==> src/rtl/alpha_update_controller.sv <==
// Coefficient update sequencer for the one-pole low-pass filter: alpha = 2*pi*fc / (fs + 2*pi*fc).
// Optional macro ALPHA_SLEW_EN limits alpha_out movement to SLEW_STEP per sample strobe.
module alpha_update_controller #(
  parameter int DATA_WIDTH  = 16,
  parameter int FRAC_WIDTH  = 8,
  parameter int TWO_PI_Q    = 1608,
  parameter int ALPHA_RESET = 0,
  parameter int SLEW_STEP   = 16
) (
  input  logic                  clk,
  input  logic                  rst,
  input  logic                  req_valid,
  output logic                  req_ready,
  input  logic [DATA_WIDTH-1:0] req_fs,
  input  logic [DATA_WIDTH-1:0] req_fc,
  input  logic                  sample_strobe,
  output logic [FRAC_WIDTH-1:0] alpha_out,
  output logic                  alpha_valid,
  output logic                  busy,
  output logic                  div_err
);

  localparam int NW  = DATA_WIDTH + FRAC_WIDTH + 3;
  localparam int DDW = DATA_WIDTH + FRAC_WIDTH + 4;
  localparam int RW  = DDW + 1;
  localparam int QW  = FRAC_WIDTH + 1;
  localparam int CW  = $clog2(QW + 1);
`ifdef ALPHA_SLEW_EN
  localparam logic [FRAC_WIDTH:0] STEP = (FRAC_WIDTH+1)'(SLEW_STEP);
`else
  localparam logic [FRAC_WIDTH:0] STEP = (FRAC_WIDTH+1)'(2 ** FRAC_WIDTH);
`endif

  typedef enum logic [1:0] {IDLE, LOAD, DIV, PEND} state_t;

  state_t                state_q, state_d;
  logic [DATA_WIDTH-1:0] fs_q, fs_d, fc_q, fc_d;
  logic [DDW-1:0]        den_q, den_d;
  logic [RW-1:0]         rem_q, rem_d;
  logic [QW-1:0]         quo_q, quo_d;
  logic [CW-1:0]         cnt_q, cnt_d;
  logic [FRAC_WIDTH-1:0] alpha_q, alpha_d;
  logic                  alpha_valid_q, alpha_valid_d;
  logic                  div_err_q, div_err_d;
  logic                  req_ready_q, req_ready_d;
  logic                  busy_q, busy_d;

  logic [NW-1:0]         num;
  logic [DDW-1:0]        den_calc;
  logic [RW-1:0]         trial;
  logic                  ge;
  logic [FRAC_WIDTH-1:0] target;
  logic [FRAC_WIDTH:0]   diff;

  always_comb begin
    state_d       = state_q;
    fs_d          = fs_q;
    fc_d          = fc_q;
    den_d         = den_q;
    rem_d         = rem_q;
    quo_d         = quo_q;
    cnt_d         = cnt_q;
    alpha_d       = alpha_q;
    alpha_valid_d = 1'b0;
    div_err_d     = div_err_q;
    diff          = '0;

    num      = NW'(TWO_PI_Q) * {{(NW-DATA_WIDTH){1'b0}}, fc_q};
    den_calc = ({{(DDW-DATA_WIDTH){1'b0}}, fs_q} << FRAC_WIDTH) + {1'b0, num};
    // First iteration tests N against D unshifted; later ones shift in a zero bit.
    trial    = (cnt_q == '0) ? rem_q : (rem_q << 1);
    ge       = (trial >= {1'b0, den_q});
    target   = quo_q[QW-1] ? {FRAC_WIDTH{1'b1}} : quo_q[FRAC_WIDTH-1:0];

    case (state_q)
      IDLE: begin
        if (req_valid) begin
          fs_d      = req_fs;
          fc_d      = req_fc;
          div_err_d = 1'b0;
          state_d   = LOAD;
        end
      end
      LOAD: begin
        den_d = den_calc;
        rem_d = {{(RW-NW){1'b0}}, num};
        quo_d = '0;
        cnt_d = '0;
        if (den_calc == '0) begin
          div_err_d = 1'b1;
          state_d   = PEND;
        end else begin
          state_d = DIV;
        end
      end
      DIV: begin
        rem_d = ge ? (trial - {1'b0, den_q}) : trial;
        quo_d = {quo_q[QW-2:0], ge};
        cnt_d = cnt_q + 1'b1;
        if (cnt_q == CW'(QW - 1)) state_d = PEND;
      end
      PEND: begin
        if (sample_strobe) begin
          if (target > alpha_q) begin
            diff = {1'b0, target} - {1'b0, alpha_q};
            if (diff <= STEP) begin
              alpha_d       = target;
              alpha_valid_d = 1'b1;
              state_d       = IDLE;
            end else begin
              alpha_d = alpha_q + STEP[FRAC_WIDTH-1:0];
            end
          end else if (target < alpha_q) begin
            diff = {1'b0, alpha_q} - {1'b0, target};
            if (diff <= STEP) begin
              alpha_d       = target;
              alpha_valid_d = 1'b1;
              state_d       = IDLE;
            end else begin
              alpha_d = alpha_q - STEP[FRAC_WIDTH-1:0];
            end
          end else begin
            alpha_valid_d = 1'b1;
            state_d       = IDLE;
          end
        end
      end
      default: state_d = IDLE;
    endcase

    req_ready_d = (state_d == IDLE);
    busy_d      = (state_d != IDLE);
  end

  always_ff @(posedge clk or posedge rst) begin
    if (rst) begin
      state_q       <= IDLE;
      fs_q          <= '0;
      fc_q          <= '0;
      den_q         <= '0;
      rem_q         <= '0;
      quo_q         <= '0;
      cnt_q         <= '0;
      alpha_q       <= FRAC_WIDTH'(ALPHA_RESET);
      alpha_valid_q <= 1'b0;
      div_err_q     <= 1'b0;
      req_ready_q   <= 1'b1;
      busy_q        <= 1'b0;
    end else begin
      state_q       <= state_d;
      fs_q          <= fs_d;
      fc_q          <= fc_d;
      den_q         <= den_d;
      rem_q         <= rem_d;
      quo_q         <= quo_d;
      cnt_q         <= cnt_d;
      alpha_q       <= alpha_d;
      alpha_valid_q <= alpha_valid_d;
      div_err_q     <= div_err_d;
      req_ready_q   <= req_ready_d;
      busy_q        <= busy_d;
    end
  end

  assign alpha_out   = alpha_q;
  assign alpha_valid = alpha_valid_q;
  assign div_err     = div_err_q;
  assign req_ready   = req_ready_q;
  assign busy        = busy_q;

endmodule
==> config.mk <==
export PLATFORM = sky130hd
export DESIGN_NAME = alpha_update_controller
export DESIGN_NICKNAME = d
export VERILOG_FILES = /design/src/rtl/alpha_update_controller.sv
export SDC_FILE = /design/constraint.sdc
export NUM_CORES = 1
export LEC_CHECK = 0
export CAP_MARGIN = 10
export CORE_AREA = 2 2 137 139
export CTS_CLUSTER_DIAMETER = 60
export DETAILED_ROUTE_END_ITERATION = 8
export DIE_AREA = 0 0 139 141
export GPL_TIMING_DRIVEN = 1
export PLACE_DENSITY = 0.79
export RECOVER_POWER = 50
export SLEW_MARGIN = 10
export SYNTH_ARGS = -nofsm -noshare
export SYNTH_HDL_FRONTEND = slang
export SYNTH_SLANG_ARGS = --single-unit
==> constraint.sdc <==
create_clock -name clk -period 9.7 [get_ports clk]
set_clock_uncertainty 0.05 [all_clocks]
set_input_delay 0.97 -clock clk [delete_from_list [all_inputs] [get_ports clk]]
set_output_delay 0.97 -clock clk [all_outputs]
set_load 0.01 [all_outputs]
# --- Word level (Yosys, flattened, before mapping) ---
# Cells that the tools add are included.
# Widths: inputs -> output; s select.
word_totals:
  elab_cells: 70
  n_memories: 0
  latch_bits: 0
  ram_bits: 0
  output_inout_bits: 12
  romBits: 0
  register_bits: 116
op_classes:
  n_reduce_logical: 12
  add_sub_neg: 5
  muxes: 28
  div_mod_pow: 0
  order_cmp: 5
  n_eq_ne: 7
  shift: 0
  bitwise: 0
  multipliers: 1
op_table:
  columns: ["cell", "count"]
  rows:
  - ["$mux 29", 2]
  - ["$pmux 29 s2", 1]
  - ["$mux 8", 5]
  - ["$ge 29x28->1", 1]
  - ["$sub 29x28->29", 1]
  - ["$add 24x27->28", 1]
  - ["$logic_not 28->1", 1]
  - ["$mul 8x16->24 const A", 1]
  - ["$le 9x9->1 const B", 2]
  - ["$pmux 9 s2", 1]
  - ["$sub 8x8->9", 2]
  - ["$mux 2", 7]
  - ["$reduce_bool 2->1", 5]
  - ["$mux 1", 9]
  - ["$gt 8x8->1", 1]
  - ["$lt 8x8->1", 1]
  - ["$pmux 2 s4", 1]
  - ["$pmux 4 s2", 1]
  - ["$reduce_and 5->1", 1]
  - ["$add 4x1->4 const B", 1]
  - ["$eq 2x2->1 const B", 2]
  - ["$eq 4x4->1 const B", 1]
  - ["$logic_not 2->1", 2]
  - ["$logic_not 4->1", 1]
  - ["6 further kinds", 7]

# --- Longest topological paths before layout ---
# Gate-level depths: netlist (run 1).
logic_depth:
  depth_word: 9
  ltp_mapped: 25
  depth_no_buf: 25

# --- Worst setup path before layout (run 1) ---
# Ideal clock, no wire load.
synth_path:
  path_kind: "register to register"
  startpoint: "register fc_q[1]"
  endpoint: "register req_ready_q, in the netlist req_ready"
  t_required_ps: 9569
  setup_slack_ps: 3547
  stages_incl_launch_ff: 24
  path_buffers: 1
  setup_time_ps: 81
  synth_period_minus_slack_ps: 6153
  t_arrival_ps: 6022
  path_cell_list: "dfrtp_1 -> ha_1 -> fa_1 -> inv_1 -> fa_1 -> inv_1 -> ha_1 -> ha_1 -> and3_1 -> a221o_1 -> o221ai_1 -> o21ai_0 -> xnor2_1 -> ha_1 -> clkbuf_1 -> a21oi_1 -> o21bai_1 -> or3_1 -> o21a_1 -> xnor2_1 -> or4b_1 -> a2111oi_2 -> nand3_1 -> o221a_1"
synth_via:
  elab_chain_cells: 6
synth_lines:
  columns: ["item", "line_no", "source"]
  rows:
  - ["start, declared", "37", "logic [DATA_WIDTH-1:0] fs_q, fs_d, fc_q, fc_d;"]
  - ["start signal, assigned", "139", "fc_q <= '0;"]
  - ["start signal, assigned", "152", "fc_q <= fc_d;"]
  - ["$mul 8x16->24", "68", "num = NW'(TWO_PI_Q) * {{(NW-DATA_WIDTH){1'b0}}, fc_q};"]
  - ["$add 24x27->28", "69", "den_calc = ({{(DDW-DATA_WIDTH){1'b0}}, fs_q} << FRAC_WIDTH) + {1'b0, num};"]
  - ["$logic_not 28->1", "89", "if (den_calc == '0) begin"]
  - ["$mux 1", "89", null]
  - ["$pmux 2 s4", "75", "case (state_q)"]
  - ["$logic_not 2->1", "131", "req_ready_d = (state_d == IDLE);"]
  - ["via req_ready_d", "45", "logic req_ready_q, req_ready_d;"]
  - ["end signal, assigned", "160", "req_ready_q <= req_ready_d;"]
  - ["end, declared", "45", null]
# The timed path passes the listed nets, and every way through them passes these cells.
# A chain may end at the register's enable or synchronous reset.

# --- Worst setup path after layout (run 1) ---
layout_path:
  startpoint: "register fc_q[2]"
  endpoint: "register req_ready_q, in the netlist req_ready"
# Same word-level chain as after synthesis.

==> reports/results.txt, run 1 <==
run status = complete, but fails checks
failing checks = max-capacitance violations, max-slew violations
proportion of layout cells with a drive suffix above 1 = 0.07333
crit share post-route = 0.7100
Die W = 139 µm
Worst path max stage delay = 0.51 ns
antenna cells = 0
critical path arrival = 7.19 ns
Root Buffer = clkbuf_16
reg2reg end = req_ready
Slew Limit Fails = 230
largest net degree at the start of global routing = 69
GRT Total Usage = 0.2642
EDFF count, synth = 0
slowest cell on the critical path = fa_1
Post-DRT Antenna Nets = 0
worst hold path depth = 1
post-CTS setup buffer count = 0
fillers = 1555
drt wl/cell = 17.40 µm
Nets = 1378
Post-CTS Hold Buffers = 0
CTS tree = yes
synthesized netlist net count = 1338
Primary FF master, synth = dfrtp_1
IO Port Bufs = 47
antenna violations before repair = 0
Overflow after GRT = 0
Reg2Reg Launch Point = fc_q[2]
RSZ-0062 raised after global routing = no
CTS sink count = 113
Distinct cells, synth = 74
# setup viols final = 0
CP cell instances = ha_1 -> fa_1 -> inv_1 -> fa_1 -> inv_1 -> ha_1 -> ha_1 -> and3_1 -> a221o_1 -> o221ai_1 -> o221ai_1 -> a21oi_1 -> o21ai_0 -> xor2_1 -> ha_1 -> nand2b_1 -> o21ai_0 -> a211oi_1 -> nor3b_1 -> nand3_1 -> a2111oi_2 -> a21oi_1 -> o221a_1
Avg Vias per Cell = 6.105
core area = 18270 µm²
crit start category = flip-flop
Detailed Routing Iterations Pass 1 = 5
CTS clk-pin slew, worst paths = 0.06 ns
setup TNS = 0 ns
crit path kind = flip-flop to flip-flop
Die Span Y = 141 µm
Synth-to-Final Area Change = 13.09%
slew margin rel. = -1.080
clock latency at the later pin of the worst-skew pair = 0.43 ns
register area share after synthesis = 0.2830
Vias = 8755
residual DRC count = 0
vias in the first global route = 8710
total die area = 19600 µm²
drt initial violations = 656
Hold Crit Class = flip-flop to flip-flop
minimum clock period = 6.887 ns
Starting Density = 0.5473
Hold EP = quo_q[4]
CP Max Fanout = 7
HPWL Detailed = 18120 µm
CP top delay family = compound AO/OA/AOI/OAI gates
max cap viols = 5
Final Hold Vio Count = 0
synth warn = 0
worst reg-to-reg setup slack = 2.81 ns
post-synthesis sequential element count = 113
TritonCTS buffer count = 17
IO Count = 48
placer congestion estimate = 0.9840
H-Tree Level Count = 4
final wirelength = 24950 µm
Max Freq = 145.2 MHz
Post-CTS Resized = 0
CP dominant cell by count = ha_1
Worst Max-Slew Pin Slew = 3.103 ns
std cell rows = 50
endpoint class of the critical path = flip-flop
syn avg cell area = 8.716 µm²
Critical Path RT = 10.00 ns
Buf/Inv on CP = 2
CTS max path bufs = 2
global-route wire length before repair = 42150 µm
min-delay src = quo_q[4]
asr flop ratio synth = 1.000
R2R depth = 23
post-synthesis cell count = 1147
Synth Cell Area = 9997 µm²
==> per-stage QoR <==
step                      utilization  setup slack, ns  instances  instance area (µm²)  hold slack, ns
after floorplan                     -            3.547       1147                 9997          0.4193
final                          0.6189            2.813       1434                11310          0.4566
after global placement         0.5864            3.249       1402                10710          0.4357
after detailed placement       0.5864            3.071       1402                10710          0.4444
after global routing           0.6189            2.465       1434                11310          0.4786
after CTS                      0.6198            2.924       1434                11320          0.4597
==> cells by family after synthesis <==
logic type,Yosys count,share of synthesized area
simple gates,340,0.1635
fa+ha+maj,155,0.2113
flops,113,0.2830
compound gates,294,0.1991
buf+inv,160,0.06007
mux,36,0.04018
xor+xnor,49,0.04293
==> placed cells by master, fill, tap and decap left out, types with 11 or more instances in the layout <==
master and instances:
o2bb2ai_1 20, and3_1 14, clkbuf_16 17, fa_1 23
a211oi_1 17, clkdlybuf4s50_1 41, nor3_1 23, o21ai_0 67
nand4_1 11, dfrtp_1 112, nand3_1 29, mux2_2 33
xor2_1 15, inv_1 121, nor2_1 49, nand2_1 139
ha_1 132, xnor2_1 34, o21a_1 11, a21o_1 18
nor2b_1 11, a21oi_1 67, or2_2 11
==> how the worst max path moves through the flow <==
| stage | cells after the start | endpoint | startpoint |
|---|---|---|---|
| after CTS | 23 | req_ready | fc_q[2] |
| final | 23 | req_ready | fc_q[2] |
| after floorplan | 23 | req_ready | fc_q[1] |
| after global placement | 22 | req_ready | fc_q[2] |
| after global routing | 23 | req_ready | fc_q[2] |
| after detailed placement | 22 | req_ready | fc_q[2] |
==> flip-flops by register name (all words and copies together), names as in the netlist <==
name	count
alpha_out	8
alpha_valid	1
busy	1
cnt_q	4
den_q	25
div_err	1
fc_q	16
fs_q	16
quo_q	9
rem_q	29
req_ready	1
state_q	2
==> per-layer routing <==
layer / global-route usage / vias up / wire length [µm]
li1: - / 4157 / -
met2: 0.4550 / 295 / 12170
met1: 0.3279 / 4236 / 10510
met5: 0 / - / 0
met4: 0.1090 / 0 / 777
met3: 0.04993 / 67 / 1490
==> synth_stat cells, types with 3 or more instances <==
cell         n  share of area
a2111oi_0    5         0.0044
a211o_1      3         0.0026
a211oi_1    17          0.013
a21o_1      18          0.014
a21oi_1     67          0.034
a221o_1      4         0.0040
a31oi_1     10         0.0063
a32o_1       3         0.0030
and2_1       8         0.0050
and3_1      14         0.0088
clkbuf_1    36          0.014
dfrtp_1    112           0.28
fa_1        23          0.046
ha_1       132           0.17
inv_1      122          0.046
mux2_2      33          0.037
mux2i_1      3         0.0030
nand2_1    139          0.052
nand2b_1     9         0.0056
nand3_1     29          0.015
nand4_1     11         0.0069
nor2_1      49          0.018
nor2b_1     11         0.0069
nor3_1      23          0.012
nor3b_1      4         0.0030
nor4_1       3         0.0019
o211ai_1    10         0.0075
o21a_1      11         0.0083
o21ai_0     67          0.034
o21ai_1      3         0.0015
o21bai_1     7         0.0053
o221ai_1     3         0.0026
o22ai_1      6         0.0038
o2bb2ai_1   20          0.018
o311ai_0     3         0.0026
o31a_1       4         0.0035
o31ai_1      4         0.0030
o41ai_1      3         0.0026
or2_2       11         0.0069
or3_1        9         0.0056
or4_1       10         0.0075
xnor2_1     34          0.030
xor2_1      15          0.013
==> worst reg2reg max path: cells and delay by family (launching register included) <==
kind                       cells  cell delay [ns]
xor gates and xnor gates       1             0.30
adders and majority gates      6             2.34
AOI/OAI and AO/OA             10             2.63
buffers and inverters          2             0.10
and+or+nand+nor                4             0.93
DFF                            1             0.47
==> cell type report <==
cell class | instances | area [µm²] | share of cell area
inverter | 123 | 462.9 | 0.04095
tap | 234 | 292.8 | 0.02590
clock inverter | 7 | 135.1 | 0.01195
sequential | 113 | 2829 | 0.2502
clock buffer | 25 | 475.5 | 0.04205
timing repair buffer | 58 | 538.0 | 0.04759
multi-input combinational | 874 | 6573 | 0.5813
Power of run 1 is left out: the tool's default activity adds up to more than one toggle a clock period on the data nets, which glitch-free logic cannot reach.
==> run 2, diff against run 1 <==
==> constraint.sdc (replaced) <==
create_clock -name clk -period 7.1 [get_ports clk]
set_clock_uncertainty 0.05 [all_clocks]
set_input_delay 0.71 -clock clk [delete_from_list [all_inputs] [get_ports clk]]
set_output_delay 0.71 -clock clk [all_outputs]
set_load 0.01 [all_outputs]
==> run 2 against run 1 <==
- the flow still finishes with violations (max-capacitance violations, max-slew violations)
- maximum frequency grew 2.9%
- first-iteration DRC count down 13%
- wire length down 2.4%
- critical endpoint unchanged
==> reports/results.txt, run 2 (same netlist as run 1, synthesis figures left out) <==
Worst path max stage delay = 0.51 ns (about the same)
CP Max Fanout = 8 (+1)
CTS max path bufs = 2 (unchanged)
global-route wire length before repair = 41240 µm (-2.1%)
antenna cells = 0 (unchanged)
std cell rows = 50 (unchanged)
worst reg-to-reg setup slack = 0.41 ns (-2.41 ns)
Final WS setup = 0.4066 ns (-2.407 ns)
failing checks = max-capacitance violations, max-slew violations
fillers = 1571 (+1.0%)
critical path arrival = 6.99 ns (-0.20 ns)
IO Port Bufs = 47 (unchanged)
Place WS = 0.4598 ns (-2.611 ns)
commonest cells after routing, fill and taps aside = nand2_1 (139), ha_1 (132), inv_1 (121), dfrtp_1 (112)
CP dominant cell by count = ha_1
Overflow after GRT = 0 (unchanged)
crit path kind = flip-flop to flip-flop
top flop regs = rem_q (29), den_q (25)
most common cell after layout, fill and taps aside = nand2_1
Post-DRT Antenna Nets = 0 (unchanged)
post-layout util = 0.6173 (-0.001575)
CP cell instances = ha_1 -> fa_1 -> inv_1 -> fa_1 -> inv_1 -> ha_1 -> ha_1 -> and3_1 -> a221o_1 -> o221ai_1 -> o21ai_0 -> xnor2_1 -> ha_1 -> a21oi_1 -> o21bai_1 -> or3_1 -> o21a_1 -> xnor2_1 -> or4b_1 -> a2111oi_2 -> nand3_1 -> o221a_1
Worst Max-Slew Pin Slew = 3.103 ns (+0.0003175 ns)
antenna violations before repair = 0 (unchanged)
H-Tree Level Count = 4 (unchanged)
TritonCTS buffer count = 17 (unchanged)
crit share post-route = 0.9427 (+0.2328)
CTS tree = yes
Die W = 139 µm (unchanged)
GRT Total Usage = 0.2582 (-0.005950)
vias in the first global route = 8616 (-1.1%)
placer congestion estimate = 0.9837 (about the same)
HPWL Detailed = 17970 µm (-0.84%)
fin area = 11280 µm² (-0.25%)
Final Hold Vio Count = 0 (unchanged)
CTS sink count = 113 (unchanged)
RSZ-0062 raised after global routing = no
Critical Path RT = 7.40 ns (-2.60 ns)
CTS clk-pin slew, worst paths = 0.05 ns (about the same)
max FFs per register = 29 (unchanged)
Nets = 1379 (+0.073%)
Reg2Reg Launch Point = fc_q[2]
Post-DP Area = 10720 µm² (about the same)
reg2reg end = req_ready
residual DRC count = 0 (unchanged)
minimum clock period = 6.693 ns (-0.1932 ns)
Post-CTS Hold Buffers = 0 (unchanged)
Post-CTS Resized = 0 (unchanged)
worst hold path depth = 1 (unchanged)
slew margin rel. = -1.080 (about the same)
Avg Vias per Cell = 6.027 (-1.3%)
Starting Density = 0.5473 (unchanged)
Synth-to-Final Area Change = 12.80%
Vias = 8649 (-1.2%)
max cap viols = 5 (unchanged)
largest net degree at the start of global routing = 69 (unchanged)
min-delay src = quo_q[4]
Root Buffer = clkbuf_16
drt wl/cell = 16.97 µm (-2.5%)
clock latency at the later pin of the worst-skew pair = 0.43 ns (about the same)
Hold EP = quo_q[4]
crit start category = flip-flop
core area = 18270 µm² (unchanged)
run status = complete, but fails checks
total die area = 19600 µm² (unchanged)
Max Freq = 149.4 MHz (+2.9%)
Die Span Y = 141 µm (unchanged)
endpoint class of the critical path = flip-flop
post-CTS setup buffer count = 0 (unchanged)
slowest cell on the critical path = fa_1
drt initial violations = 568 (-13%)
R2R depth = 22 (-4.3%)
Slew Limit Fails = 230 (unchanged)
final wirelength = 24350 µm (-2.4%)
Detailed Routing Iterations Pass 1 = 5 (unchanged)
Reg with most FFs = rem_q
IO Count = 48 (unchanged)
proportion of layout cells with a drive suffix above 1 = 0.07494 (+0.001604)
Hold Crit Class = flip-flop to flip-flop
setup TNS = 0 ns (unchanged)
# setup viols final = 0 (unchanged)
-- run 2: how the worst max path moves through the flow --
stage,startpoint,end,depth (start not counted)
after floorplan,fc_q[1],req_ready,23
after detailed placement,fc_q[2],req_ready,22
after CTS,fc_q[2],req_ready,23
after global routing,fc_q[2],req_ready,22
final,fc_q[2],req_ready,22
after global placement,fc_q[2],req_ready,22
-- run 2: area by class of cell --
class,instances,area (µm²),area share
timing repair buffer,59,545.5,0.04837
clock buffer,26,489.2,0.04338
multi-input combinational,874,6578,0.5833
clock inverter,6,80.08,0.007101
inverter,123,462.9,0.04105
sequential,113,2829,0.2509
tap,234,292.8,0.02596
-- run 2: routing by layer --
layer	track usage	routed length, µm
met4	0.08931	607
met2	0.4457	11910
met1	0.3258	10450
met3	0.05027	1388
met5	0	0
-- run 2: critical path, delay by kind of cell, from the launching register on --
| family | cells | cell delay [ns] |
|---|---|---|
| AND/OR/NAND/NOR | 4 | 1.16 |
| flip-flops | 1 | 0.47 |
| XOR/XNOR | 2 | 0.49 |
| buffers and inverters | 2 | 0.10 |
| adder cells (fa/ha/maj) | 6 | 2.36 |
| AO/OA/AOI/OAI | 8 | 1.98 |
-- run 2: per-stage QoR --
step,hold slack (ns),cells
floorplan,0.4193,1147
detailed placement,0.4428,1403
global route,0.4749,1435
finish,0.4556,1435
CTS,0.4581,1435
global placement,0.4357,1403
Power of run 2 is left out for the same reason.
